## src/rtl/mem_arbiter_pkg.sv

```systemverilog
// Shared types and sizes for the memory arbiter slice: RAM word, RAM handshake state and arbiter FSM state.
package mem_arbiter_pkg;
  localparam int ADDR_W     = 32;
  localparam int DATA_W     = 32;
  localparam int STARVE_MAX = 4;

  typedef logic [DATA_W-1:0] word_t;

  typedef enum logic [1:0] {
    FREE   = 2'd0,
    BUSY   = 2'd1,
    ACCESS = 2'd2,
    ERROR  = 2'd3
  } ramstate_t;

  typedef enum logic [1:0] {
    IDLE  = 2'd0,
    DSERV = 2'd1,
    ISERV = 2'd2
  } arb_state_t;
endpackage

```

## src/rtl/mem_arbiter_if.sv

```systemverilog
// Bundle of icache, dcache and RAM signals around the arbiter; slave is the arbiter's view, master the caches'/RAM's view.
interface mem_arbiter_if;
  import mem_arbiter_pkg::*;

  logic      iREN;
  word_t     iaddr;
  logic      iwait;
  word_t     iload;
  logic      dREN;
  logic      dWEN;
  word_t     daddr;
  word_t     dstore;
  logic      dwait;
  word_t     dload;
  logic      ramREN;
  logic      ramWEN;
  word_t     ramaddr;
  word_t     ramstore;
  word_t     ramload;
  ramstate_t ramstate;

  modport slave (
    input  iREN, iaddr, dREN, dWEN, daddr, dstore, ramload, ramstate,
    output iwait, iload, dwait, dload, ramREN, ramWEN, ramaddr, ramstore
  );

  modport master (
    output iREN, iaddr, dREN, dWEN, daddr, dstore, ramload, ramstate,
    input  iwait, iload, dwait, dload, ramREN, ramWEN, ramaddr, ramstore
  );
endinterface

```

## src/rtl/mem_arbiter.sv

```systemverilog
// Arbitrates a single-ported RAM between icache (read) and dcache (read/write), dcache first, grant held per word.
// Define MEMARB_ISTARVE_EN to force an icache grant after STARVE_MAX consecutive dcache words.
module mem_arbiter
  import mem_arbiter_pkg::*;
(
  input logic          CLK,
  input logic          nRST,
  mem_arbiter_if.slave bus
);

  arb_state_t r_state;
  arb_state_t w_nextState;
  logic       w_dReq;
  logic       w_ramDone;
  logic       w_grantD;
  logic       w_grantI;
  logic       w_iStarved;

  assign w_dReq    = bus.dREN | bus.dWEN;
  assign w_ramDone = (bus.ramstate == ACCESS);

  always_ff @(posedge CLK or negedge nRST) begin
    if (!nRST) r_state <= IDLE;
    else       r_state <= w_nextState;
  end

  // Grants are gated by nRST so an in-flight word is dropped the moment reset asserts.
  always_comb begin
    w_grantD    = 1'b0;
    w_grantI    = 1'b0;
    w_nextState = IDLE;
    case (r_state)
      IDLE: begin
        w_grantD = w_dReq & ~(w_iStarved & bus.iREN);
        w_grantI = bus.iREN & ~w_grantD;
      end
      DSERV:   w_grantD = w_dReq;
      ISERV:   w_grantI = bus.iREN;
      default: begin end
    endcase
    if (!nRST) begin
      w_grantD = 1'b0;
      w_grantI = 1'b0;
    end
    if (w_grantD && !w_ramDone)      w_nextState = DSERV;
    else if (w_grantI && !w_ramDone) w_nextState = ISERV;
  end

  assign bus.ramREN   = w_grantD ? (bus.dREN & ~bus.dWEN) : w_grantI;
  assign bus.ramWEN   = w_grantD & bus.dWEN;
  assign bus.ramaddr  = w_grantD ? bus.daddr : (w_grantI ? bus.iaddr : '0);
  assign bus.ramstore = (w_grantD && bus.dWEN) ? bus.dstore : '0;
  assign bus.dwait    = ~(w_grantD & w_ramDone);
  assign bus.iwait    = ~(w_grantI & w_ramDone);
  assign bus.dload    = bus.ramload;
  assign bus.iload    = bus.ramload;

`ifdef MEMARB_ISTARVE_EN
  localparam int CNT_W = $clog2(STARVE_MAX + 1);
  logic [CNT_W-1:0] r_starveCnt;
  logic             w_dDone;
  logic             w_iDone;

  assign w_dDone = w_grantD & w_ramDone;
  assign w_iDone = w_grantI & w_ramDone;

  // Counts dcache words completed while the icache is kept waiting; saturates at the limit.
  always_ff @(posedge CLK or negedge nRST) begin
    if (!nRST)                     r_starveCnt <= '0;
    else if (!bus.iREN || w_iDone) r_starveCnt <= '0;
    else if (w_dDone && (r_starveCnt != CNT_W'(STARVE_MAX)))
      r_starveCnt <= r_starveCnt + CNT_W'(1);
  end

  assign w_iStarved = (r_starveCnt == CNT_W'(STARVE_MAX));
`else
  assign w_iStarved = 1'b0;
`endif

endmodule
```

## src/flat_wrapper.sv

```systemverilog
// flat-port wrapper written by rule: the top's interface ports become plain ports
module mem_arbiter_flat import mem_arbiter_pkg::*;
  (CLK, nRST, bus_iREN, bus_iaddr, bus_dREN, bus_dWEN, bus_daddr, bus_dstore, bus_ramload, bus_ramstate, bus_iwait, bus_iload, bus_dwait, bus_dload, bus_ramREN, bus_ramWEN, bus_ramaddr, bus_ramstore);
  mem_arbiter_if bus_i ();
  input logic CLK;
  input logic nRST;
  input wire logic [$bits(bus_i.iREN)-1:0] bus_iREN;
  input wire logic [$bits(bus_i.iaddr)-1:0] bus_iaddr;
  input wire logic [$bits(bus_i.dREN)-1:0] bus_dREN;
  input wire logic [$bits(bus_i.dWEN)-1:0] bus_dWEN;
  input wire logic [$bits(bus_i.daddr)-1:0] bus_daddr;
  input wire logic [$bits(bus_i.dstore)-1:0] bus_dstore;
  input wire logic [$bits(bus_i.ramload)-1:0] bus_ramload;
  input wire logic [$bits(bus_i.ramstate)-1:0] bus_ramstate;
  output wire logic [$bits(bus_i.iwait)-1:0] bus_iwait;
  output wire logic [$bits(bus_i.iload)-1:0] bus_iload;
  output wire logic [$bits(bus_i.dwait)-1:0] bus_dwait;
  output wire logic [$bits(bus_i.dload)-1:0] bus_dload;
  output wire logic [$bits(bus_i.ramREN)-1:0] bus_ramREN;
  output wire logic [$bits(bus_i.ramWEN)-1:0] bus_ramWEN;
  output wire logic [$bits(bus_i.ramaddr)-1:0] bus_ramaddr;
  output wire logic [$bits(bus_i.ramstore)-1:0] bus_ramstore;
  assign bus_i.iREN = bus_iREN;
  assign bus_i.iaddr = bus_iaddr;
  assign bus_i.dREN = bus_dREN;
  assign bus_i.dWEN = bus_dWEN;
  assign bus_i.daddr = bus_daddr;
  assign bus_i.dstore = bus_dstore;
  assign bus_i.ramload = bus_ramload;
  assign bus_i.ramstate = bus_ramstate;
  assign bus_iwait = bus_i.iwait;
  assign bus_iload = bus_i.iload;
  assign bus_dwait = bus_i.dwait;
  assign bus_dload = bus_i.dload;
  assign bus_ramREN = bus_i.ramREN;
  assign bus_ramWEN = bus_i.ramWEN;
  assign bus_ramaddr = bus_i.ramaddr;
  assign bus_ramstore = bus_i.ramstore;
  mem_arbiter u_core (.CLK(CLK), .nRST(nRST), .bus(bus_i));
endmodule
```

## config.mk

```make
export PLATFORM = sky130hd
export DESIGN_NAME = mem_arbiter_flat
export DESIGN_NICKNAME = d
export VERILOG_FILES = /design/src/rtl/mem_arbiter_pkg.sv /design/src/rtl/mem_arbiter_if.sv /design/src/rtl/mem_arbiter.sv /design/src/flat_wrapper.sv
export SDC_FILE = /design/constraint.sdc
export NUM_CORES = 1
export LEC_CHECK = 0
export CORE_AREA = 5 5 100 102
export DETAILED_ROUTE_END_ITERATION = 10
export DIE_AREA = 0 0 105 107
export GPL_TIMING_DRIVEN = 0
export HOLD_SLACK_MARGIN = 0.02
export MAX_ROUTING_LAYER = met4
export PLACE_DENSITY = 0.6
export SLEW_MARGIN = 0
export SYNTH_ARGS = -nofsm -noshare
export SYNTH_HDL_FRONTEND = slang
export SYNTH_SLANG_ARGS = --single-unit
```

## constraint.sdc

```tcl
create_clock -name CLK -period 1.7 [get_ports CLK]
set_input_delay 0.17 -clock CLK [delete_from_list [all_inputs] [get_ports CLK]]
set_output_delay 0.17 -clock CLK [all_outputs]
set_load 0.01 [all_outputs]
```

==> impl_results.md, run 1 <==
* Outcome: finished with violations
* Failing checks: setup timing
* Total die area at 11200 um2
* Maximum clock frequency at 579 MHz
* Chip height at 107 um
* RSZ-0062 raised after global routing: true
* Rows at 35
* Multi-input logic area at 613 um2
* DRC Markers at 0
* Area growth, synth to finish at 218%
* Final Non-Filler Cells at about 520
* Syn avg cell area at 7.73 um2
* DRT Pass-1 Iters at 4
* Iter 0 DRT Violations at 43
* Largest regs: u_core.r_state (2)
* Commonest non-fill, non-tap cell in the layout: clkdlybuf4s50_1
* Netlist Area Pre-Place at roughly 1200 um2
* Max Slew Vio Count at 0
* Worst-margin pin slew at 0.245 ns
* CTS Root Cell: clkbuf_8
* CTS buffer count at 3
* Met2 wire length at between 4 and 5 mm
* Final Cycle Share at 102%
* Synth Warn # at 0
* H-tree depth at 1
* GPL Wtd Cong at between 0.7 and 0.8
* Worst vdd ir at 0.262 mV
* Crit path kind: register to primary output
* Power per standard cell area at roughly 300 nW/um2
* FILL cells at ~950
* Clock sink count at 2
* Most frequent cells in the layout: clkdlybuf4s50_1, buf_4, buf_2
* First-pass GRT wire length at around 11 mm
* Clock Skews at ~0.0028 ns
* I/O pins at about 270
* Register area share after synthesis at approximately 4.3%
* Most flop-heavy register: u_core.r_state
* RR Endpoint: u_core.r_state[1]$_DFF_PN0_
* Hpwl dp at ~6.7 mm
* Clock Latency Late Sink at between 0.2 and 0.25 ns
* Final wirelength at 7.76 mm
* Worst EP arrival at approximately 1.6 ns
* Clock slew at reported path FFs at approximately 0.030 ns
* Vias at between 1.5k and 2k
* Core area at about 9000 um2
* Post-layout min period at between 1.5 and 2 ns
* Max Used Layer: met4
* Total Routing Usage GR at between 10% and 20%
* Max Buffers Root-to-Sink at 2
* Fin util at around two fifths
* WP buf/inv at 3
* Flop-to-flop setup slack at between 0.3 and 0.4 ns
* Rel. slew slack at a little over four fifths
* Final setup violation count at 24
* DR WL met3 at ~640 um
* Met1 WL at 2.71 mm
* Worst-path cell with the longest stage delay: dfrtp_2
* Dpl cells at 497
* Largest register FFs at 2
* Vias per cell at 3.80
* Average wire per standard cell at between 15 and 20 um
* Cell Chain, Critical Path: o2111a_1 -> buf_6 -> buf_8 -> a22o_1 -> buf_2
* Fin nets at approximately 540
* Initial antenna violation count at 0
* Hold Worst Slack at between 0.5 and 0.6 ns
* # diodes at 0
* Largest net degree at the start of global routing at 11
* ANT nets after route at 0
* Worst min path class: input pin to asynchronous set/reset pin
* End of the critical path: bus_ramaddr[5]
* Slowest stage delay, CP at ~0.42 ns
* Die X-Extent at ~110 um
* Synth Instances at approximately 150
* Leakage at between 1.5 and 2 nW
* Stages on the worst setup path at 5
* CP max FO at 10
* Mapped Nets at about 290
* Grt total ovfl at 0
* Netlist cell types at 15
* Vias in the first global route at about 2.2k
* Fin. Hold Viols at 0
* Startpoint types: register
* Total of max-cap violations at 0
* Post-route setup slack at -0.0284 ns
* Data required time of the worst path at 1.53 ns
* Layout cells sized above 1 at 44.4%
* Reg2Reg Depth at 5
* Starting Density at between 10% and 20%
* CTS tree: built
* Flops & latches, synth at 2
* Cell family with most CP delay: compound AO/OA/AOI/OAI gates
* Crit Reg-Reg Startpoint: u_core.r_state[1]$_DFF_PN0_
* Place WS at -0.767 ns
* Setup crit start: u_core.r_state[1]$_DFF_PN0_
* Register area at 51.3 um2
* Setup crit end kind: primary output
* I/O Buffers at 234
Yosys cell counts, drive strengths merged:
library cell | n | share of area (%)
buf | 72 | 46
a22o | 32 | 24
and2 | 32 | 17
nor2b | 3 | 1.6
clkbuf | 2 | 0.64
dfrtp | 2 | 4.3
inv | 2 | 0.64
nand2 | 2 | 0.64
nor3b | 2 | 2.7
a31o | 1 | 0.75
nor2 | 1 | 0.53
o2111a | 1 | 0.96
layer usage:
layer | vias to the layer above | GRT usage [%]
li1 | 960 | -
met1 | 867 | 13.0
met2 | 129 | 24.4
met3 | 6 | 2.83
met4 | 0 | 2.01
met5 | - | -
repair_timing:
item,CTS,global route
endpoints found under the setup margin,68,60
endpoints found under the hold margin,2,0
hold buffers,1,0
pin swaps,9,18
gates cloned,3,0
resized for setup,289,46
setup buffers,12,2
report_power, final:
| group | total, mW | switching [mW] | internal [mW] | leakage (nW) |
|---|---|---|---|---|
| combinational | 0.911 | 0.287 | 0.624 | 1.76 |
| sequential | 0.0514 | 0.00110 | 0.0503 | 0.0250 |
| clock | 0.187 | 0.0369 | 0.150 | 0.0216 |
| total | 1.15 | 0.325 | 0.824 | 1.81 |
cell families after synthesis:
family | after synthesis | share of synthesized area, %
and+or+nand+nor | 40 | 22.5
DFF | 2 | 4.26
AOI/OAI and AO/OA | 34 | 25.6
buffers and inverters | 76 | 47.7
worst register-to-register path, delay by kind of cell, from the launching register on:
kind | cells | cell delay (ns)
compound gates | 1 | 0.27
flops | 1 | 0.42
simple gates | 1 | 0.11
buf+inv | 3 | 0.42
through the flow:
stage	instance area (um2)	total power, mW	TNS [ns]
2_1_floorplan	1170	0.370	0
6_report	3730	1.15	-0.300
4_1_cts	3580	1.12	-0.638
3_5_place_dp	3660	0.960	-40.89
3_3_place_gp	3660	0.953	-39.97
5_1_grt	3730	1.22	-2.53
worst min path at each step:
stage	start	to	slack (ns)
4_1_cts	nRST	u_core.r_state[1]$_DFF_PN0_	0.50
6_report	nRST	u_core.r_state[1]$_DFF_PN0_	0.50
5_1_grt	nRST	u_core.r_state[1]$_DFF_PN0_	0.52
3_3_place_gp	nRST	u_core.r_state[1]$_DFF_PN0_	0.38
3_5_place_dp	nRST	u_core.r_state[0]$_DFF_PN0_	0.39
2_1_floorplan	nRST	u_core.r_state[0]$_DFF_PN0_	-0.13
area by class of cell:
type	count	share of cell area, %
multi-input combinational	74	16.4
clock buffer	3	1.11
tap	111	3.72
buffer	73	15.8
inverter	2	0.201
timing repair buffer	251	61.4
sequential	2	1.37
Power figures use the tool's default switching activity.
==> run 2, diff against run 1 <==
- GPL_ROUTABILITY_DRIVEN: unset -> 0
==> results of run 2 <==
The final DEF is identical to that of run 1; final timing and power are the same.
==> run 3, diff against run 2 <==
- SLEW_MARGIN: 0 -> 30
==> results of run 3 <==
The final DEF is identical to that of run 1; final timing and power are the same.
